--- config.mk ---
export PLATFORM = sky130hd
export DESIGN_NAME = cpu_irq_responder
export DESIGN_NICKNAME = d
export VERILOG_FILES = /design/src/rtl/cpu_irq_responder_pkg.sv /design/src/rtl/cpu_irq_responder_iack_pulse_gen.sv /design/src/rtl/cpu_irq_responder.sv
export SDC_FILE = /design/constraint.sdc
export NUM_CORES = 1
export LEC_CHECK = 0
export ABC_CLOCK_PERIOD_IN_PS = 4300
export CAP_MARGIN = 10
export CELL_PAD_IN_SITES_DETAIL_PLACEMENT = 1
export CELL_PAD_IN_SITES_GLOBAL_PLACEMENT = 2
export CORE_UTILIZATION = 30
export CTS_CLUSTER_SIZE = 40
export DETAILED_ROUTE_END_ITERATION = 16
export PLACE_DENSITY = 0.82
export SETUP_SLACK_MARGIN = 0.1
export SYNTH_ARGS = -nofsm -noshare
export SYNTH_HDL_FRONTEND = slang
export SYNTH_HIERARCHICAL = 1
export SYNTH_SLANG_ARGS = --single-unit
--- constraint.sdc ---
create_clock -name clk -period 4.3 [get_ports clk]
set_input_delay 0.43 -clock clk [delete_from_list [all_inputs] [get_ports clk]]
set_output_delay 0.43 -clock clk [all_outputs]
set_load 0.005 [all_outputs]
--- src/rtl/cpu_irq_responder_pkg.sv ---
// Shared definitions for the CPU-side interrupt responder: FSM encoding,
// the intc ISR vector map and counter sizing helpers.
package cpu_irq_responder_pkg;

    // Responder states; encodings match the ones the intc side uses.
    typedef enum logic [2:0] {
        ST_IDLE      = 3'd0,
        ST_TAKE      = 3'd1,
        ST_ACK       = 3'd2,
        ST_WAIT_DROP = 3'd3,
        ST_SERVICE   = 3'd4,
        ST_RETURN    = 3'd5
    } irq_state_e;

    // ISR vectors handed out by intc on its ADDR bus.
    localparam logic [31:0] ISR_VEC_0 = 32'h0003_0000;
    localparam logic [31:0] ISR_VEC_1 = 32'h0004_0000;
    localparam logic [31:0] ISR_VEC_2 = 32'h0005_0000;
    localparam logic [31:0] ISR_VEC_3 = 32'h0006_0000;

    function automatic int max_int(input int a, input int b);
        return (a > b) ? a : b;
    endfunction

    // One timer serves both the IACK width and the drop timeout, so it is
    // sized for the larger of the two load values.
    function automatic int cnt_width(input int iack_cycles, input int ack_timeout);
        return $clog2(max_int(iack_cycles, ack_timeout) + 1);
    endfunction

endpackage

--- src/rtl/cpu_irq_responder_iack_pulse_gen.sv ---
// Load / count-down timer. A load wins over a decrement; the count
// saturates at zero so it can never wrap.
module iack_pulse_gen #(
    parameter int CNT_W = 5
) (
    input  logic             clk,
    input  logic             rst_n,
    input  logic             load,
    input  logic [CNT_W-1:0] load_val,
    input  logic             dec,
    output logic             zero
);

    logic [CNT_W-1:0] cnt_q;
    logic [CNT_W-1:0] cnt_d;

    // Next count: load, saturating decrement, or hold.
    always_comb begin
        cnt_d = cnt_q;
        if (load) begin
            cnt_d = load_val;
        end else if (dec && (cnt_q != '0)) begin
            cnt_d = cnt_q - 1'b1;
        end
    end

    // Count register.
    always_ff @(posedge clk or negedge rst_n) begin
        if (!rst_n) begin
            cnt_q <= '0;
        end else begin
            cnt_q <= cnt_d;
        end
    end

    assign zero = (cnt_q == '0);

endmodule

--- src/rtl/cpu_irq_responder.sv ---
// CPU-side responder to the intc IRQ/ADDR/IACK handshake. Takes an interrupt
// at an instruction boundary, saves the return PC, redirects fetch to the ISR
// vector, acknowledges intc, and redirects back to the saved PC on ERET.
// One ISR at a time; all outputs are registered.
module cpu_irq_responder
    import cpu_irq_responder_pkg::*;
#(
    parameter int ADDR_W      = 32,
    parameter int IACK_CYCLES = 1,
    parameter int ACK_TIMEOUT = 16
) (
    input  logic              clk,
    input  logic              rst_n,
    input  logic              irq,
    input  logic [ADDR_W-1:0] isr_addr,
    input  logic [ADDR_W-1:0] pc_next,
    input  logic              instr_boundary,
    input  logic              eret,
    input  logic              int_en,
    output logic              iack,
    output logic              pc_redirect,
    output logic [ADDR_W-1:0] redirect_addr,
    output logic [ADDR_W-1:0] epc,
    output logic              in_isr,
    output logic              ack_err
);

    localparam int               CNT_W     = cnt_width(IACK_CYCLES, ACK_TIMEOUT);
    localparam logic [CNT_W-1:0] IACK_LOAD = CNT_W'(IACK_CYCLES - 1);
    localparam logic [CNT_W-1:0] TMO_LOAD  = CNT_W'(ACK_TIMEOUT - 1);

    irq_state_e        state_q, state_d;
    logic              eret_pend_q, eret_pend_d;
    logic [ADDR_W-1:0] epc_q, epc_d;
    logic [ADDR_W-1:0] redirect_addr_q, redirect_addr_d;
    logic              pc_redirect_q, pc_redirect_d;
    logic              iack_q, iack_d;
    logic              in_isr_q, in_isr_d;
    logic              ack_err_q, ack_err_d;

    logic              tmr_load;
    logic [CNT_W-1:0]  tmr_val;
    logic              tmr_dec;
    logic              tmr_zero;

    iack_pulse_gen #(
        .CNT_W (CNT_W)
    ) u_timer (
        .clk      (clk),
        .rst_n    (rst_n),
        .load     (tmr_load),
        .load_val (tmr_val),
        .dec      (tmr_dec),
        .zero     (tmr_zero)
    );

    // Next-state logic; outputs are derived from the state being entered so
    // they are registered yet line up with the state they belong to.
    always_comb begin
        state_d         = state_q;
        eret_pend_d     = eret_pend_q;
        epc_d           = epc_q;
        redirect_addr_d = redirect_addr_q;
        ack_err_d       = ack_err_q;
        tmr_load        = 1'b0;
        tmr_val         = '0;
        tmr_dec         = 1'b0;

        case (state_q)
            ST_IDLE: begin
                if (irq && int_en && instr_boundary) begin
                    state_d         = ST_TAKE;
                    epc_d           = pc_next;
                    redirect_addr_d = isr_addr;
                end
            end
            ST_TAKE: begin
                if (eret) eret_pend_d = 1'b1;
                state_d  = ST_ACK;
                tmr_load = 1'b1;
                tmr_val  = IACK_LOAD;
            end
            ST_ACK: begin
                if (eret) eret_pend_d = 1'b1;
                if (tmr_zero) begin
                    state_d  = ST_WAIT_DROP;
                    tmr_load = 1'b1;
                    tmr_val  = TMO_LOAD;
                end else begin
                    tmr_dec = 1'b1;
                end
            end
            ST_WAIT_DROP: begin
                if (eret) eret_pend_d = 1'b1;
                if (!irq) begin
                    state_d = ST_SERVICE;
                end else if (tmr_zero) begin
                    // intc never released the request; flag it and move on
                    // so the CPU is not stalled.
                    ack_err_d = 1'b1;
                    state_d   = ST_SERVICE;
                end else begin
                    tmr_dec = 1'b1;
                end
            end
            ST_SERVICE: begin
                if (eret || eret_pend_q) begin
                    state_d         = ST_RETURN;
                    eret_pend_d     = 1'b0;
                    redirect_addr_d = epc_q;
                end
            end
            ST_RETURN: begin
                state_d = ST_IDLE;
            end
            default: begin
                state_d = ST_IDLE;
            end
        endcase

        pc_redirect_d = (state_d == ST_TAKE) || (state_d == ST_RETURN);
        iack_d        = (state_d == ST_ACK);
        in_isr_d      = (state_d != ST_IDLE);
    end

    // State and output registers; reset abandons any ISR in progress.
    always_ff @(posedge clk or negedge rst_n) begin
        if (!rst_n) begin
            state_q         <= ST_IDLE;
            eret_pend_q     <= 1'b0;
            epc_q           <= '0;
            redirect_addr_q <= '0;
            pc_redirect_q   <= 1'b0;
            iack_q          <= 1'b0;
            in_isr_q        <= 1'b0;
            ack_err_q       <= 1'b0;
        end else begin
            state_q         <= state_d;
            eret_pend_q     <= eret_pend_d;
            epc_q           <= epc_d;
            redirect_addr_q <= redirect_addr_d;
            pc_redirect_q   <= pc_redirect_d;
            iack_q          <= iack_d;
            in_isr_q        <= in_isr_d;
            ack_err_q       <= ack_err_d;
        end
    end

    assign iack          = iack_q;
    assign pc_redirect   = pc_redirect_q;
    assign redirect_addr = redirect_addr_q;
    assign epc           = epc_q;
    assign in_isr        = in_isr_q;
    assign ack_err       = ack_err_q;

endmodule

==> qor_table.md <==
| Item | Value | Unit |
| --- | --- | --- |
| Run status | complete, no violations | - |
| Width of the die | 110 | um |
| Reg2Reg Launch Point | u_timer/cnt_q[0] | - |
| Pin count of the biggest net entering global routing | 78 | - |
| Standard cell area after detailed placement | 4970 | um^2 |
| Routability cong. | 0.733 | - |
| Critical path data required time | 4500 | ps |
| Post-Syn Nets | 312 | - |
| Synthesized area per cell | 14.6 | um^2 |
| Path depth of the worst reg2reg path | 9 | - |
| Worst max-slew margin expressed relative to the limit | 25.0 | % |
| Clock latency of the later-clocked register in the worst-skew pair | 320 | ps |
| Most area-hungry cell type in the Yosys netlist | dfrtp_1 | - |
| Post-CTS Setup Bufs | 0 | - |
| Post-Syn Instances | 241 | - |
| Area fraction of the dominant cell type after synthesis | 54.9 | % |
| Slew at the pin with the worst max-slew slack | 1120 | ps |
| Starting utilization of the core area | 30.8 | % |
| DPL Wire Length | 6.22 | mm |
| Die outline area | 12100 | um^2 |
| Number of clock buffers inserted by TritonCTS | 9 | - |
| Reported leakage power | 2.19 | nW |
| Total buffers and inverters traversed by the critical path | 2 | - |
| Diode count | 0 | - |
| Critical Path Source Type | flop | - |
| Top Usage Layer GRT | met2 | - |
| Sequential share of the synthesized area | 54.9 | % |
| Count of final max-slew check failures | 0 | - |
| Top-level port count | 138 | - |
| DRT Wirelength | 8.98 | mm |
| Root buffer selected by CTS | clkbuf_16 | - |
| Maximum vdd drop | 0.297 | mV |
| Final setup viols | 0 | - |
| Area growth from synthesis to final layout | 51.4 | % |
| Count of endpoints failing hold in the final timing report | 0 | - |
| Wire per inst | 17.0 | um |
| Worst path cell trace | inv_1, ha_1, or4b_4, inv_1, nand2_1, mux2_2, nor2_1, nor2b_1, a21oi_1 | - |
| Shortest period the worst path allows | 2640 | ps |
| Post-route core utilization | 46.6 | % |
| Number of flops mapped to enable cells by yosys | 0 | - |
| TritonCTS sink count | 77 | - |
| Layout filler cell count | 1186 | - |
| Clock H-tree levels | 3 | - |
| Slowest cell on the critical path | nor2_1 | - |
| Total negative setup slack | 0 | ps |
| Reg2reg setup slack | 1660 | ps |
| Top area cells in the synthesized netlist | dfrtp_1 55%, mux2_2 25%, mux2_1 6.4% | - |
| Peak per-stage delay on the critical path | 510 | ps |
| TritonCTS clock tree | built | - |
| Pwr dens | 687 | nW/um^2 |
| Number of buffers added to fix hold violations after cts | 0 | - |
| Floorplan row count | 39 | - |
| Antenna violations before repair | 0 | - |
| Highest Clock Rate | 379 | MHz |
| Met2 track demand over resource | 26.0 | % |
| Initial DRT Pass Iterations | 4 | - |
| Total vias in the final route | 2479 | - |
| Share of final-layout standard cells stronger than drive strength 1 | 27.1 | % |
| Wire length of the first global-routing pass | 14.1 | mm |
| Synth warn | 6 | - |
| Setup clock skew after layout | 4.52 | ps |
| Initial DRC count | 48 | - |
| R2r endpoint | u_timer/cnt_q[2] | - |
| Fraction of met1 tracks used by global routing | 19.2 | % |
| Cell Area, Synth | 3510 | um^2 |
| Final setup margin | 1660 | ps |
| Largest fanout on the critical path | 10 | - |
| Clk pin slew, worst setup/hold paths | 60 | ps |
| Overall Global Routing Usage | 15.5 | % |
| WP data arrival | 2840 | ps |
| Setup crit end kind | flop | - |
| Antenna violation net count after detailed routing | 0 | - |
| Tcrit/Tclk final | 61.4 | % |
| Number of buffers between clock root and the deepest sink | 2 | - |
| Post-placement setup slack | 1550 | ps |
| Synthesis-stage register bit count | 77 | - |
| GRT met3 Usage | 4.23 | % |
| Type of the tightest min-delay check | in2async | - |
| Top cell by count, worst path | inv_1 | - |
| Delay-heaviest family, CP | simple AND/OR/NAND/NOR gates | - |
| # resized after CTS | 0 | - |
| Non-Filler Cell Area, Final | 5320 | um^2 |
| Area inside the core boundary | 11400 | um^2 |
| Number of distinct library cells after synthesis | 37 | - |
| IO buf count | 137 | - |
| Overall die height | 110 | um |
| Primary flip-flop cell chosen by synthesis mapping | dfrtp_1 | - |
| Timing startpoint of the critical path | u_timer/cnt_q[0] | - |
| Final #Nets | 450 | - |
| Number of violations of the max-capacitance limit | 0 | - |
| Vias per cell | 4.70 | - |
| Drc violations | 0 | - |
| Worst setup endpoint | u_timer/cnt_q[2] | - |
| Crit Path Category | reg2reg | - |
| Sum of overflow across all layers after global routing | 0 | - |
| Asr flop ratio synth | 100 | % |
| Unrepaired setup endpoints after global routing | false | - |
| Crit path depth | 9 | - |
| Via count of the first global-routing pass | 2756 | - |
==> report_power, final <==
| part | internal, W | switching [W] |
|---|---|---|
| Sequential | 0.00109 | 0.000236 |
| Combinational | 0.000981 | 0.000498 |
| Clock | 0.000571 | 0.000283 |
| Total | 0.00264 | 0.00102 |
==> cell families after synthesis <==
logic type | synth area share, %
xor+xnor | 0.249
compound gates | 4.20
other cells | 0.107
fa+ha+maj | 0.356
flops | 54.9
mux | 31.4
simple gates | 5.31
buf+inv | 3.53
==> per-stage QoR <==
stage | hold WS (ps) | instances | total power [W]
finish | 254 | 527 | 0.00365
global route | 364 | 527 | 0.00392
CTS | 321 | 527 | 0.00372
detailed placement | 478 | 511 | 0.00283
global placement | 457 | 511 | 0.00277
floorplan | 134 | 241 | 0.00196
==> area by class of cell <==
class                           instances  area [um^2]  area share [%]
Timing Repair Buffer                  138         1380            25.9
Tap cell                              143          179            3.37
Clock inverter                          3         65.1            1.22
Multi-Input combinational cell        147         1470            27.6
Sequential cell                        77         1930            36.2
Clock buffer                           13          280            5.27
Inverter                                6         22.5           0.424
==> cells in the mapped netlist (2+ instances only) <==
cell      count
inv_1         6
dfrtp_1      77
nand2b_1      3
or3_1         2
nor3_1        2
mux2_2       77
buf_8         3
nand2_1       5
o21ai_0       2
nor2_1        3
a21o_1        2
mux2_1       20
a21oi_1       6
nor2b_1       3
buf_4         7
and3_1        2
==> state kept, by name, indices dropped and copies added, names as in the netlist <==
| register | flops |
|---|---|
| ack_err | 1 |
| epc | 32 |
| eret_pend_q | 1 |
| iack | 1 |
| in_isr | 1 |
| pc_redirect | 1 |
| redirect_addr | 32 |
| state_q | 3 |
| u_timer/cnt_q | 5 |
==> placed cells by master (no fill, tap or decap), drive strengths merged <==
cell type        n
clkinv           1
nand2b           3
a21o             2
bufinv           2
nor3             2
nand4b           1
nor2b            3
nand2            5
or3              2
dfrtp           77
o2bb2ai          2
or2              2
ha               1
clkbuf          13
buf              2
mux2i            1
a2111oi          1
o31ai            2
clkdlybuf4s50  136
conb             1
nor3b            1
nor2             4
inv              6
a21oi            7
or4b             2
mux2            97
a41o             1
xnor2            1
o21ai            2
and3             3
o31a             1
==> how the worst min path moves through the flow <==
stage | startpoint | to | slack, ps | cells past startpoint
after floorplan | rst_n | ack_err | 130 | 0
after global placement | ack_err | ack_err | 460 | 1
after detailed placement | redirect_addr[14] | redirect_addr[14] | 480 | 1
after CTS | rst_n | epc[26] | 320 | 1
after global routing | rst_n | eret_pend_q | 360 | 1
final | rst_n | eret_pend_q | 250 | 1
==> layer usage <==
metal | share of wire, % | wire, um
met5 | 0 | 0
met4 | 1.1 | 102
met3 | 7.0 | 627
met2 | 48 | 4350
met1 | 43 | 3900
(Power assumes the default switching activity.)
